**src/rtl/rdma_meta_tx_drr_sched.sv**
```systemverilog
// rtl/rdma_meta_tx_drr_sched.sv - deficit-round-robin scheduler for the shared RDMA TX command port
// Define RDMA_TX_SCHED_STATS_EN to build the per-region grant counters on stat_cnt.
module rdma_meta_tx_drr_sched #(
   parameter  int N_REGIONS = 4,
   parameter  int DATA_BITS = 256,
   parameter  int LEN_BITS  = 32,
   parameter  int Q_BITS    = 16,
   localparam int VF_BITS   = (N_REGIONS > 1) ? $clog2(N_REGIONS) : 1
) (
   input  logic                          aclk,
   input  logic                          aresetn,
   input  logic [N_REGIONS-1:0]          s_valid,
   output logic [N_REGIONS-1:0]          s_ready,
   input  logic [N_REGIONS*DATA_BITS-1:0] s_data,
   input  logic [N_REGIONS*LEN_BITS-1:0] s_len,
   input  logic [N_REGIONS*Q_BITS-1:0]   quantum,
   output logic                          m_valid,
   input  logic                          m_ready,
   output logic [DATA_BITS-1:0]          m_data,
   output logic [VF_BITS-1:0]            m_vfid,
   output logic [N_REGIONS*32-1:0]       stat_cnt
);

   localparam int                 DEF_W   = LEN_BITS + 1;
   localparam logic [DEF_W-1:0]   DEF_MAX = '1;
   localparam logic [VF_BITS-1:0] LAST    = VF_BITS'(N_REGIONS - 1);

   typedef enum logic {
      ST_SELECT,
      ST_SERVE
   } state_e;

   state_e               state_q, state_d;
   logic [VF_BITS-1:0]   ptr_q, ptr_d, ptr_nxt;
   logic [DEF_W-1:0]     def_q [N_REGIONS];
   logic [DEF_W-1:0]     def_d [N_REGIONS];
   logic                 m_valid_q, m_valid_d;
   logic [DATA_BITS-1:0] m_data_q, m_data_d;
   logic [VF_BITS-1:0]   m_vfid_q, m_vfid_d;

   logic [DATA_BITS-1:0] data_a [N_REGIONS];
   logic [LEN_BITS-1:0]  len_a  [N_REGIONS];
   logic [Q_BITS-1:0]    q_a    [N_REGIONS];

   genvar g;
   generate
      for (g = 0; g < N_REGIONS; g++) begin : g_unpack
         assign data_a[g] = s_data[g*DATA_BITS +: DATA_BITS];
         assign len_a[g]  = s_len[g*LEN_BITS +: LEN_BITS];
         assign q_a[g]    = quantum[g*Q_BITS +: Q_BITS];
      end
   endgenerate

   logic                cur_valid;
   logic [LEN_BITS-1:0] cur_cost;
   logic [Q_BITS-1:0]   cur_q;
   logic [DEF_W-1:0]    cur_def;
   logic [DEF_W:0]      credit_sum;
   logic [DEF_W-1:0]    def_credit;
   logic                cost_ok;
   logic                out_free;
   logic                load;

   always_comb begin
      cur_valid  = s_valid[ptr_q];
      cur_q      = q_a[ptr_q];
      cur_def    = def_q[ptr_q];
      // zero-length commands still cost one byte so they cannot starve others
      cur_cost   = (len_a[ptr_q] == '0) ? LEN_BITS'(1) : len_a[ptr_q];
      credit_sum = {1'b0, cur_def} + (DEF_W+1)'(cur_q);
      def_credit = credit_sum[DEF_W] ? DEF_MAX : credit_sum[DEF_W-1:0];
      cost_ok    = ({1'b0, cur_cost} <= cur_def);
      out_free   = !m_valid_q || m_ready;
      ptr_nxt    = (ptr_q == LAST) ? '0 : ptr_q + VF_BITS'(1);
   end

   always_comb begin
      state_d = state_q;
      ptr_d   = ptr_q;
      def_d   = def_q;
      load    = 1'b0;
      case (state_q)
         ST_SELECT: begin
            if (!cur_valid || cur_q == '0) begin
               def_d[ptr_q] = '0;
               ptr_d        = ptr_nxt;
            end else begin
               def_d[ptr_q] = def_credit;
               state_d      = ST_SERVE;
            end
         end
         ST_SERVE: begin
            if (!cur_valid) begin
               def_d[ptr_q] = '0;
               ptr_d        = ptr_nxt;
               state_d      = ST_SELECT;
            end else if (!cost_ok) begin
               ptr_d   = ptr_nxt;
               state_d = ST_SELECT;
            end else if (out_free) begin
               load         = 1'b1;
               def_d[ptr_q] = cur_def - {1'b0, cur_cost};
            end
         end
         default: state_d = ST_SELECT;
      endcase
   end

   always_comb begin
      s_ready = '0;
      if (load) begin
         s_ready[ptr_q] = 1'b1;
      end
   end

   always_comb begin
      m_valid_d = m_valid_q;
      m_data_d  = m_data_q;
      m_vfid_d  = m_vfid_q;
      if (load) begin
         m_valid_d = 1'b1;
         m_data_d  = data_a[ptr_q];
         m_vfid_d  = ptr_q;
      end else if (m_ready) begin
         m_valid_d = 1'b0;
      end
   end

   always_ff @(posedge aclk or negedge aresetn) begin
      if (!aresetn) begin
         state_q   <= ST_SELECT;
         ptr_q     <= '0;
         m_valid_q <= 1'b0;
         m_data_q  <= '0;
         m_vfid_q  <= '0;
         for (int i = 0; i < N_REGIONS; i++) begin
            def_q[i] <= '0;
         end
      end else begin
         state_q   <= state_d;
         ptr_q     <= ptr_d;
         m_valid_q <= m_valid_d;
         m_data_q  <= m_data_d;
         m_vfid_q  <= m_vfid_d;
         for (int i = 0; i < N_REGIONS; i++) begin
            def_q[i] <= def_d[i];
         end
      end
   end

   assign m_valid = m_valid_q;
   assign m_data  = m_data_q;
   assign m_vfid  = m_vfid_q;

`ifdef RDMA_TX_SCHED_STATS_EN
   logic [31:0] cnt_q [N_REGIONS];

   always_ff @(posedge aclk or negedge aresetn) begin
      if (!aresetn) begin
         for (int i = 0; i < N_REGIONS; i++) begin
            cnt_q[i] <= '0;
         end
      end else begin
         for (int i = 0; i < N_REGIONS; i++) begin
            if (s_valid[i] && s_ready[i]) begin
               cnt_q[i] <= cnt_q[i] + 32'd1;
            end
         end
      end
   end

   genvar s;
   generate
      for (s = 0; s < N_REGIONS; s++) begin : g_stat
         assign stat_cnt[s*32 +: 32] = cnt_q[s];
      end
   endgenerate
`else
   assign stat_cnt = '0;
`endif

endmodule

```
**config.mk**
```make
export PLATFORM = sky130hd
export DESIGN_NAME = rdma_meta_tx_drr_sched
export DESIGN_NICKNAME = d
export VERILOG_FILES = /design/src/rtl/rdma_meta_tx_drr_sched.sv
export SDC_FILE = /design/constraint.sdc
export NUM_CORES = 1
export LEC_CHECK = 0
export ABC_CLOCK_PERIOD_IN_PS = 17350
export BUFFER_PORTS_ARGS = -buffer_cell sky130_fd_sc_hd__clkbuf_2
export CAP_MARGIN = 20
export CORE_AREA = 2 2 634 636
export DETAILED_ROUTE_END_ITERATION = 8
export DIE_AREA = 0 0 636 638
export PLACE_DENSITY = 0.3
export SLEW_MARGIN = 20
export SYNTH_ARGS = -nofsm -noshare
export SYNTH_HDL_FRONTEND = slang
export SYNTH_SLANG_ARGS = --single-unit
```
**constraint.sdc**
```tcl
create_clock -name aclk -period 17.35 [get_ports aclk]
set_clock_uncertainty 0.2 [all_clocks]
set_input_delay 3.47 -clock aclk [delete_from_list [all_inputs] [get_ports aclk]]
set_output_delay 3.47 -clock aclk [all_outputs]
set_load 0.005 [all_outputs]
```
==> metrics.csv <==
stage,metric,value,unit
run_status,status,completed,
die,core area,398600,µm²
hold_path,WHS Endpoint,m_data[192],
clock_network,insertion delay to the later sink of the worst-skew pair,0.76,ns
logic_synthesis,XOR/XNOR Fraction of Synth Area,0.01231,
clock_network,Sink Count,394,
global_route,initial antenna violation count,259,
hold_path,hold path depth,1,
die,Die Y,638,µm
placement,"Cell Area, Placed",43640,µm²
logic_synthesis,Synth Warn #,0,
timing,slack of the critical path,5.426,ns
logic_synthesis,post-synthesis simple-gate area fraction,0.06369,
setup_path,Crit path buffers/inverters,2,
placement,HPWL after DPL,269800,µm
setup_path,Reg-to-Reg Start,ptr_q[1],
logic_synthesis,Post-Synthesis Cells,2472,
detailed_routing,vias,31490,
clock_network,htree depth,2,
logic_synthesis,"EDFF count, synth",0,
logic_synthesis,Synth area leader,dfrtp_1,
power,peak supply drop,0.1439,mV
setup_path,cells on worst reg2reg path,19,
hold_path,min-delay src,m_data[192],
detailed_routing,drt first pass iters,6,
global_route,first-pass GRT wire length,384500,µm
timing,setup TNS,0,ns
detailed_routing,Met2 Routed Length,155900,µm
placement,port buffer count,1485,
final_layout,nets@finish,5149,
power,static leakage,19.65,nW
die,die area,405800,µm²
die,Die W,636,µm
final_layout,area delta synth->final,50.67,%
final_layout,post-route cell area,46090,µm²
logic_synthesis,cell area after synthesis,30590,µm²
power,clock network power share,0.132,
global_route,total grt overflow,0,
logic_synthesis,mux contribution to synthesized area,0.3681,
placement,dpl ws,5.198,ns
logic_synthesis,largest family of logic cells by synthesized area,multiplexers,
setup_path,crit path DAT,8.25,ns
setup_path,Worst path slowest cell,nand2b_4,
power,cell-internal power,4.904,mW
die,Ports,1614,
clock_network,clock-pin slew on the worst setup and hold paths,0.05,ns
detailed_routing,DR top layer,met5,
hold_path,Min-Delay Path Class,reg2reg,
logic_synthesis,most common cell in the synthesized netlist,dfrtp_1,
setup_path,Startpoint Class,input pin,
die,initial core utilization,0.07675,
detailed_routing,final wirelength,313000,µm
power,P per Cell Area,224.2,nW/µm²
die,row count,232,
timing,Worst-Margin Slew,1.189,ns
setup_path,CP top delay family,simple AND/OR/NAND/NOR gates,
setup_path,Worst setup EP type,output pin,
clock_network,number of CTS-inserted buffers,61,
clock_network,CTS tree,built,
clock_network,Root Driver,clkbuf_16,
setup_path,CP Cell Sequence,clkbuf_2 -> mux4_2 -> nor4_1 -> nand4_1 -> o21bai_1 -> ha_1 -> nor2b_1 -> o21bai_1 -> a21o_1 -> o21a_1 -> a2111o_1 -> a21boi_2 -> o21ai_2 -> nand2b_4 -> nor2_1 -> clkbuf_2,
setup_path,crit path max fanout,32,
setup_path,r2r endpoint,m_data[21],
timing,unrepaired setup endpoints after global routing,false,
setup_path,R2R Setup Slk,8.53,ns
logic_synthesis,Main synth FF type,dfrtp_1,
timing,worst relative slew slack,0.2014,
clock_network,# Post-CTS Setup Buffers,0,
global_route,pin count of the biggest net entering global routing,116,
logic_synthesis,post-synthesis average cell area,12.37,µm²
timing,Tmin final,11.92,ns
power,switch share,0.5253,
setup_path,Required @ worst endpoint,13.68,ns
detailed_routing,met3 routed WL,27370,µm
detailed_routing,M1 wire length,112600,µm
global_route,vias in the first global route,31070,
logic_synthesis,top post-synthesis cells by count,"dfrtp_1, mux4_2, mux2_4",
logic_synthesis,synth top area cells,"dfrtp_1, mux4_2, mux2_4",
clock_network,cells resized by post-CTS repair,0,
run,Max Cap Viol,0,
clock_network,cts hold-fix bufs,0,
detailed_routing,Routed Antenna Nets,0,
power,Seq pwr share,0.170,
timing,Final Hold Viols,0,
setup_path,critical setup path kind,in2out,
detailed_routing,DR iter-0 viols,3052,
detailed_routing,post-DR wirelength/cell,33.52,µm
final_layout,fill count,45820,
power,combinational power share,0.698,
logic_synthesis,post-synth cell types,92,
detailed_routing,number of vias per cell,3.372,
logic_synthesis,area share of the largest cell type after synthesis,0.3223,
power,P_sw,5.427,mW
timing,number of setup violations in the final report,0,
final_layout,layout cell share with drive strength beyond 1,0.5727,
placement,Placer Congestion,1.054,
setup_path,"Largest stage delay, worst path",0.74,ns
global_route,total track usage,0.1479,
detailed_routing,remaining routing DRC violations,0,
timing,max-slew violations,0,
logic_synthesis,Seq cells post-synth,394,
logic_synthesis,sequential share of the synthesized area,0.3223,
clock_network,clk buf depth,3,
logic_synthesis,area fraction in compound gates after synthesis,0.1378,
timing,maximum clock rate,0.08387,GHz
logic_synthesis,share of synthesized flip-flops with an asynchronous set or reset,1.000,
logic_synthesis,post-synthesis adder-cell area fraction,0.02258,
timing,Final Cycle Share,0.6872,
==> layout make-up <==
type / count / area [µm²] / share of cell area
clock inverters: 26 / 369.1 / 0.008009
well taps: 5265 / 6588 / 0.1429
diodes: 153 / 382.9 / 0.008307
flip-flops and latches: 394 / 9871 / 0.2142
multi-input cells: 1817 / 19050 / 0.4132
repair buffers: 1540 / 7918 / 0.1718
clock buffers: 85 / 1697 / 0.03681
inverters: 58 / 217.7 / 0.004724
==> kinds of logic (layout without fill, tap and decap cells) <==
logic type / after synthesis / after routing
adders and majority gates: 54 / 54
buffers and inverters: 388 / 1709
AOI/OAI and AO/OA: 589 / 589
other: 1 / 281
xor gates and xnor gates: 43 / 43
and+or+nand+nor: 406 / 406
muxes: 597 / 597
DFF: 394 / 394
==> cells in the final DEF, fill, tap and decap left out, types with 68 or more instances in the layout <==
master,n
a21oi_1,110
clkbuf_2,1484
conb_1,128
dfrtp_1,391
diode_2,153
mux2_2,84
mux2_4,170
mux4_2,313
nand2_1,165
nor2_1,68
o21ai_0,114
==> metrics by stage <==
stage	util	hold slack, ns	power (mW)	instances
3_3_place_gp	0.1094	0.2805	9.035	9073
6_report	0.1156	0.2877	10.33	9338
3_5_place_dp	0.1095	0.2815	9.043	9074
2_1_floorplan	-	0.2622	5.926	2599
5_1_grt	0.1153	0.3155	10.87	9287
4_1_cts	0.1147	0.2940	10.48	9185
==> per-layer routing <==
metal  vias to the layer above  GRT usage
met5                         -          0
met4                       108    0.06901
met3                       505    0.04679
met2                      1955     0.2583
met1                     16390     0.1625
li1                      12530          -
==> worst max-delay path by stage <==
stage / slack [ns] / cells after the start / end / startpoint
2_1_floorplan: 7.24 / 15 / s_ready[0] / s_len[104]
3_3_place_gp: 5.28 / 16 / s_ready[3] / s_len[77]
3_5_place_dp: 5.20 / 16 / s_ready[0] / s_len[77]
4_1_cts: 5.20 / 16 / s_ready[0] / s_len[77]
5_1_grt: 5.15 / 16 / s_ready[0] / s_len[77]
6_report: 5.43 / 16 / s_ready[0] / s_len[77]
==> power groups by stage <==
stage	logic (mW)	clock network, mW	registers, mW
6_report	7.22	1.36	1.76
5_1_grt	7.63	1.43	1.82
4_1_cts	7.30	1.42	1.76
3_5_place_dp	7.28	0	1.76
3_3_place_gp	7.27	0	1.76
2_1_floorplan	4.28	0	1.65
==> sequential cells by signal (all words and copies together), names as in the netlist <==
name	flops
state_q	1
m_data	256
ptr_q	2
m_valid	1
m_vfid	2
def_q	132
No activity file was read; power rests on OpenSTA's default activity.
